==> src/rtl/id_stage.sv <==
// RV32I decode stage: 2-entry skid buffer holding pre-decoded immediate fields.
// Define ID_STAGE_ILLEGAL_DETECT_EN to flag unrecognised opcodes on out_illegal.
module id_stage #(
  parameter int PC_W = 32
) (
  input  logic            clk,
  input  logic            rst_n,
  input  logic            in_valid,
  output logic            in_ready,
  input  logic [31:0]     in_inst,
  input  logic [PC_W-1:0] in_pc,
  input  logic            flush,
  output logic            out_valid,
  input  logic            out_ready,
  output logic [PC_W-1:0] out_pc,
  output logic [31:0]     out_inst,
  output logic [2:0]      out_imm_sel,
  output logic [20:0]     out_imm,
  output logic            out_illegal
);

  typedef enum logic [1:0] {
    EMPTY = 2'd0,
    BUSY  = 2'd1,
    FULL  = 2'd2
  } state_t;

  typedef struct packed {
    logic [PC_W-1:0] pc;
    logic [31:0]     inst;
    logic [2:0]      sel;
    logic [20:0]     imm;
    logic            ill;
  } entry_t;

  function automatic entry_t decode(input logic [PC_W-1:0] pc, input logic [31:0] inst);
    entry_t e;
    e      = '0;
    e.pc   = pc;
    e.inst = inst;
    e.sel  = 3'b111;
    case (inst[6:0])
      7'b0000011, 7'b0010011, 7'b1100111, 7'b1110011: begin
        e.sel       = 3'b000;
        e.imm[11:0] = inst[31:20];
      end
      7'b0100011: begin
        e.sel       = 3'b000;
        e.imm[11:0] = {inst[31:25], inst[11:7]};
      end
      7'b1100011: begin
        e.sel       = 3'b001;
        e.imm[11:0] = {inst[31], inst[7], inst[30:25], inst[11:8]};
      end
      7'b1101111: begin
        e.sel = 3'b010;
        e.imm = {inst[31], inst[31], inst[19:12], inst[20], inst[30:21]};
      end
      7'b0110111, 7'b0010111: begin
        e.sel       = 3'b011;
        e.imm[19:0] = inst[31:12];
      end
      7'b0110011: e.sel = 3'b111;
      default: begin
`ifdef ID_STAGE_ILLEGAL_DETECT_EN
        e.ill = 1'b1;
`endif
      end
    endcase
    return e;
  endfunction

  state_t state_q, state_n;
  entry_t slot0, slot1, in_dec;
  logic   in_ready_q;
  logic   push, pop;
  logic   ld0_new, ld0_shift, ld1_new;

  assign in_dec    = decode(in_pc, in_inst);
  assign out_valid = (state_q != EMPTY);
  assign push      = in_valid & in_ready_q;
  assign pop       = out_valid & out_ready;

  always_ff @(posedge clk or negedge rst_n) begin
    if (!rst_n) state_q <= EMPTY;
    else        state_q <= state_n;
  end

  // slot0 is always the head; slot1 only ever holds the younger beat in FULL
  always_comb begin
    state_n   = state_q;
    ld0_new   = 1'b0;
    ld0_shift = 1'b0;
    ld1_new   = 1'b0;
    if (flush) begin
      state_n = EMPTY;
    end else begin
      case (state_q)
        EMPTY: if (push) begin
          state_n = BUSY;
          ld0_new = 1'b1;
        end
        BUSY: begin
          if (push && pop) begin
            ld0_new = 1'b1;
          end else if (push) begin
            state_n = FULL;
            ld1_new = 1'b1;
          end else if (pop) begin
            state_n = EMPTY;
          end
        end
        FULL: if (pop) begin
          state_n   = BUSY;
          ld0_shift = 1'b1;
        end
        default: state_n = EMPTY;
      endcase
    end
  end

  // in_ready is registered separately so it stays low throughout reset
  always_ff @(posedge clk or negedge rst_n) begin
    if (!rst_n) in_ready_q <= 1'b0;
    else        in_ready_q <= (state_n != FULL);
  end

  always_ff @(posedge clk or negedge rst_n) begin
    if (!rst_n) begin
      slot0 <= '0;
      slot1 <= '0;
    end else begin
      if (ld0_new)        slot0 <= in_dec;
      else if (ld0_shift) slot0 <= slot1;
      if (ld1_new)        slot1 <= in_dec;
    end
  end

  assign in_ready    = in_ready_q;
  assign out_pc      = slot0.pc;
  assign out_inst    = slot0.inst;
  assign out_imm_sel = slot0.sel;
  assign out_imm     = slot0.imm;
  assign out_illegal = slot0.ill;

endmodule
==> config.mk <==
export PLATFORM = sky130hd
export DESIGN_NAME = id_stage
export DESIGN_NICKNAME = d
export VERILOG_FILES = /design/src/rtl/id_stage.sv
export SDC_FILE = /design/constraint.sdc
export NUM_CORES = 1
export LEC_CHECK = 0
export BUFFER_PORTS_ARGS = -buffer_cell sky130_fd_sc_hd__buf_4
export CAP_MARGIN = 10
export CORE_ASPECT_RATIO = 0.8
export CORE_MARGIN = 2
export CORE_UTILIZATION = 40
export DETAILED_ROUTE_END_ITERATION = 6
export GPL_TIMING_DRIVEN = 0
export PLACE_DENSITY = 0.67
export SKIP_CTS_REPAIR_TIMING = 1
export SYNTH_ARGS = -nofsm -noshare
export SYNTH_HDL_FRONTEND = slang
export SYNTH_SLANG_ARGS = --single-unit
==> constraint.sdc <==
create_clock -name clk -period 2.4 [get_ports clk]
set_input_delay 0.36 -clock clk [delete_from_list [all_inputs] [get_ports clk]]
set_output_delay 0.36 -clock clk [all_outputs]
set_load 0.02 [all_outputs]
==> metrics.md <==
| Metric | Value |
|---|---|
| Initial antenna violation count | 0 |
| Area after DPL | 9540 µm² |
| Initial Util | 40.5% |
| Largest net degree at the start of global routing | 97 |
| Status | complete, but fails checks |
| Area of the mapped netlist | 8000 µm² |
| Mapped Nets | 926 |
| Synth top area share | 56.0% |
| GRT overflow | 0 |
| Hold Vio Cnt, Final | 89 |
| # placed instances | 1278 |
| Worst reg2reg path startpoint | state_q[1] |
| Worst setup SP type | flip-flop |
| Die Ht | 130 µm |
| First-pass GRT wire length | 36.1 mm |
| Fraction of the yosys area taken by sequential cells | 56.0% |
| Worst Skew | 7.60 ps |
| Clk slew on worst S/H paths | 70 ps |
| TritonRoute pass-1 iters | 5 |
| H-Tree Depth | 4 |
| RSZ-0062 raised after global routing | false |
| Fraction of layout cells with a size suffix above 1 | 22.6% |
| Fin crit period | 2150 ps |
| Vias in the first global route | 6525 |
| Synth Warn # | 0 |
| CP arrival | 2510 ps |
| Leak | 5.06 nW |
| EDFF count, synth | 0 |
| Critical Path, Cell by Cell | nor4bb_1, buf_2, a21oi_2, clkbuf_1, a22oi_1, o21ai_1 |
| Maximum VDD drop | 0.000458 V |
| Core Region | 19700 µm² |
| Primary FF master, synth | dfrtp_1 |
| Synth Instances | 857 |
| Skew-Pair Late Insertion Delay | 440 ps |
| Placer Congestion | 0.879 |
| Syn avg cell area | 9.34 µm² |
| Via/cell ratio | 5.24 |
| CTS Buf Count | 17 |
| R2R setup slack | 250 ps |
| Routed Wire Length | 23.0 mm |
| CP endpoint kind | flip-flop |
| Final Instance Area | 10200 µm² |
| Setup Viol. Count Final | 0 |
| WL per Instance | 17.6 µm |
| Main area contributors after synthesis | dfrtp_1 (56%), nand2_1 (17%), a22oi_1 (7.3%) |
| WHS | -37.2 ps |
| # port buffers | 156 |
| Hpwl dp | 16.3 mm |
| Slowest cell on the critical path | a21oi_2 |
| TritonCTS clock tree | yes |
| WP data required | 2760 ps |
| Worst-Margin Slew | 747 ps |
| Initial detailed-routing violation count | 650 |
| Crit Path Class | flip-flop to flip-flop |
| Count leader, synth | nand2_1 |
| IO Pins | 160 |
| Slowest Stage Delay on Critical Path | 570 ps |
| Detail Route Antenna Nets | 0 |
| Critical R2R Capture | out_imm[4] |
| Final non-filler cell total | 1310 |
| Fin crit share | 89.5% |
| Power density cells | 841 nW/µm² |
| Die footprint | 21200 µm² |
| Layout area overhead | 27.0% |
| Max_cap viols | 0 |
| CTS max path bufs | 2 |
| Setup TNS | 0 ps |
| PnR worst setup slack | 251 ps |
| Total track usage | 22.2% |
| DRC viols | 0 |
| Asr flop ratio synth | 100% |
| Violated checks | hold timing |
| Clk sinks | 179 |
| Core Rows | 46 |
| Number of max-slew violations in the final report | 0 |
| Rel. slew slack | 50.2% |
| CTS root buf | clkbuf_16 |
| Via count | 6868 |
| Top cells by count, synth | nand2_1 (352), dfrtp_1 (179), a22oi_1 (78) |
| Worst R2R Path Depth | 6 |
| Antenna diode count | 0 |
| Fmax | 465 MHz |
| Hold Path Class | input pin to async pin |
| Die width | 162 µm |
| Flops & latches, synth | 179 |
| DP Worst Slack | 205 ps |
| Worst Path Buf+Inv | 2 |
| Netlist cell types | 54 |
| Leading area contributor after synthesis | dfrtp_1 |
| Critical-path maximum fanout | 10 |
| Crit path max-delay family | compound AO/OA/AOI/OAI gates |
| Final nets | 1102 |
worst reg2reg max path: cells and delay by family, from the launching register on:
kind            cells  cell delay (ps)
compound gates      3              810
flops               1              440
buf+inv             2              680
simple gates        1              150
through the flow:
stage	hold slack, ps	power (mW)	util, %
2_1_floorplan	64.4	4.80	-
3_3_place_gp	457	5.55	48.1
3_5_place_dp	453	5.62	48.3
4_1_cts	-12.3	8.63	51.5
5_1_grt	7.18	9.02	51.5
6_report	-37.2	8.55	51.5
worst max-delay path by stage:
stage | start | to | slack, ps | cells after the start
global placement | rst_n | out_inst[6] | -190 | 1
finish | state_q[1] | out_imm[4] | 250 | 6
CTS | state_q[1] | out_imm[4] | 240 | 6
global route | state_q[1] | out_imm[4] | 100 | 6
detailed placement | in_inst[6] | out_imm[7] | 200 | 7
floorplan | in_inst[2] | out_imm[9] | 670 | 8
registers in the layout, summed over array words and instances, names as in the netlist:
signal       cells
out_imm         21
slot1           88
out_imm_sel      3
out_pc          32
in_ready         1
state_q          2
out_inst        32
area by class of cell:
cell class,count,area [µm²]
repair buffers,157,1210
clock buffers,18,429
inverters,1,3.75
fillers,1897,9580
flip-flops and latches,179,4480
multi-input cells,611,3200
clock inverters,14,198
well taps,264,330
plain buffers,66,318
logic make-up after synthesis:
logic type                count (synthesis)  share of synthesized area [%]
and+or+nand+nor                         428                           22.8
DFF                                     179                           56.0
AOI/OAI and AO/OA                       155                           13.6
buffers and inverters                    67                           4.02
muxes                                    26                           3.39
xor gates and xnor gates                  1                          0.109
other                                     1                         0.0469
cells in the final DEF (no fill, tap or decap), types with 3 or more instances in the layout:
cell type  netlist  final
a222oi_1         4      4
buf_2           26     26
nor2_1           7      7
a21oi_1          9      9
inv_6            0      4
mux2_2           9      9
nand2_1        352    352
nand3_1         15     15
and3_1           7      7
o211ai_1         5      5
buf_4            2    157
nor2b_1         12     12
and2_1           4      4
and4_1           5      5
clkbuf_1        33     34
o21ai_0          5      5
bufinv_16        0      4
o22ai_1          6      6
clkbuf_16        0     17
mux2i_1         17     17
dfrtp_1        179    179
nand2b_1         8      8
nand4b_1         3      3
a211oi_1         9      9
buf_6            4      4
a22oi_1         78     78
a31oi_1          3      3
o21ai_1         24     24
layer usage:
layer  wire length [µm]  global-route usage, %  part of all wire, %
met5                  0                      0                    0
met3               1510                   4.86                  6.5
met4                312                   6.51                  1.4
met2              10100                   32.5                   44
met1              11200                   33.3                   48
where the power goes:
| part | total [mW] | internal (mW) | switching, mW |
|---|---|---|---|
| Clock | 3.00 | 1.76 | 1.24 |
| Sequential | 3.88 | 3.57 | 0.307 |
| Combinational | 1.67 | 0.695 | 0.979 |
| Total | 8.55 | 6.02 | 2.53 |
Note: power is estimated with default switching activity, not from simulation.
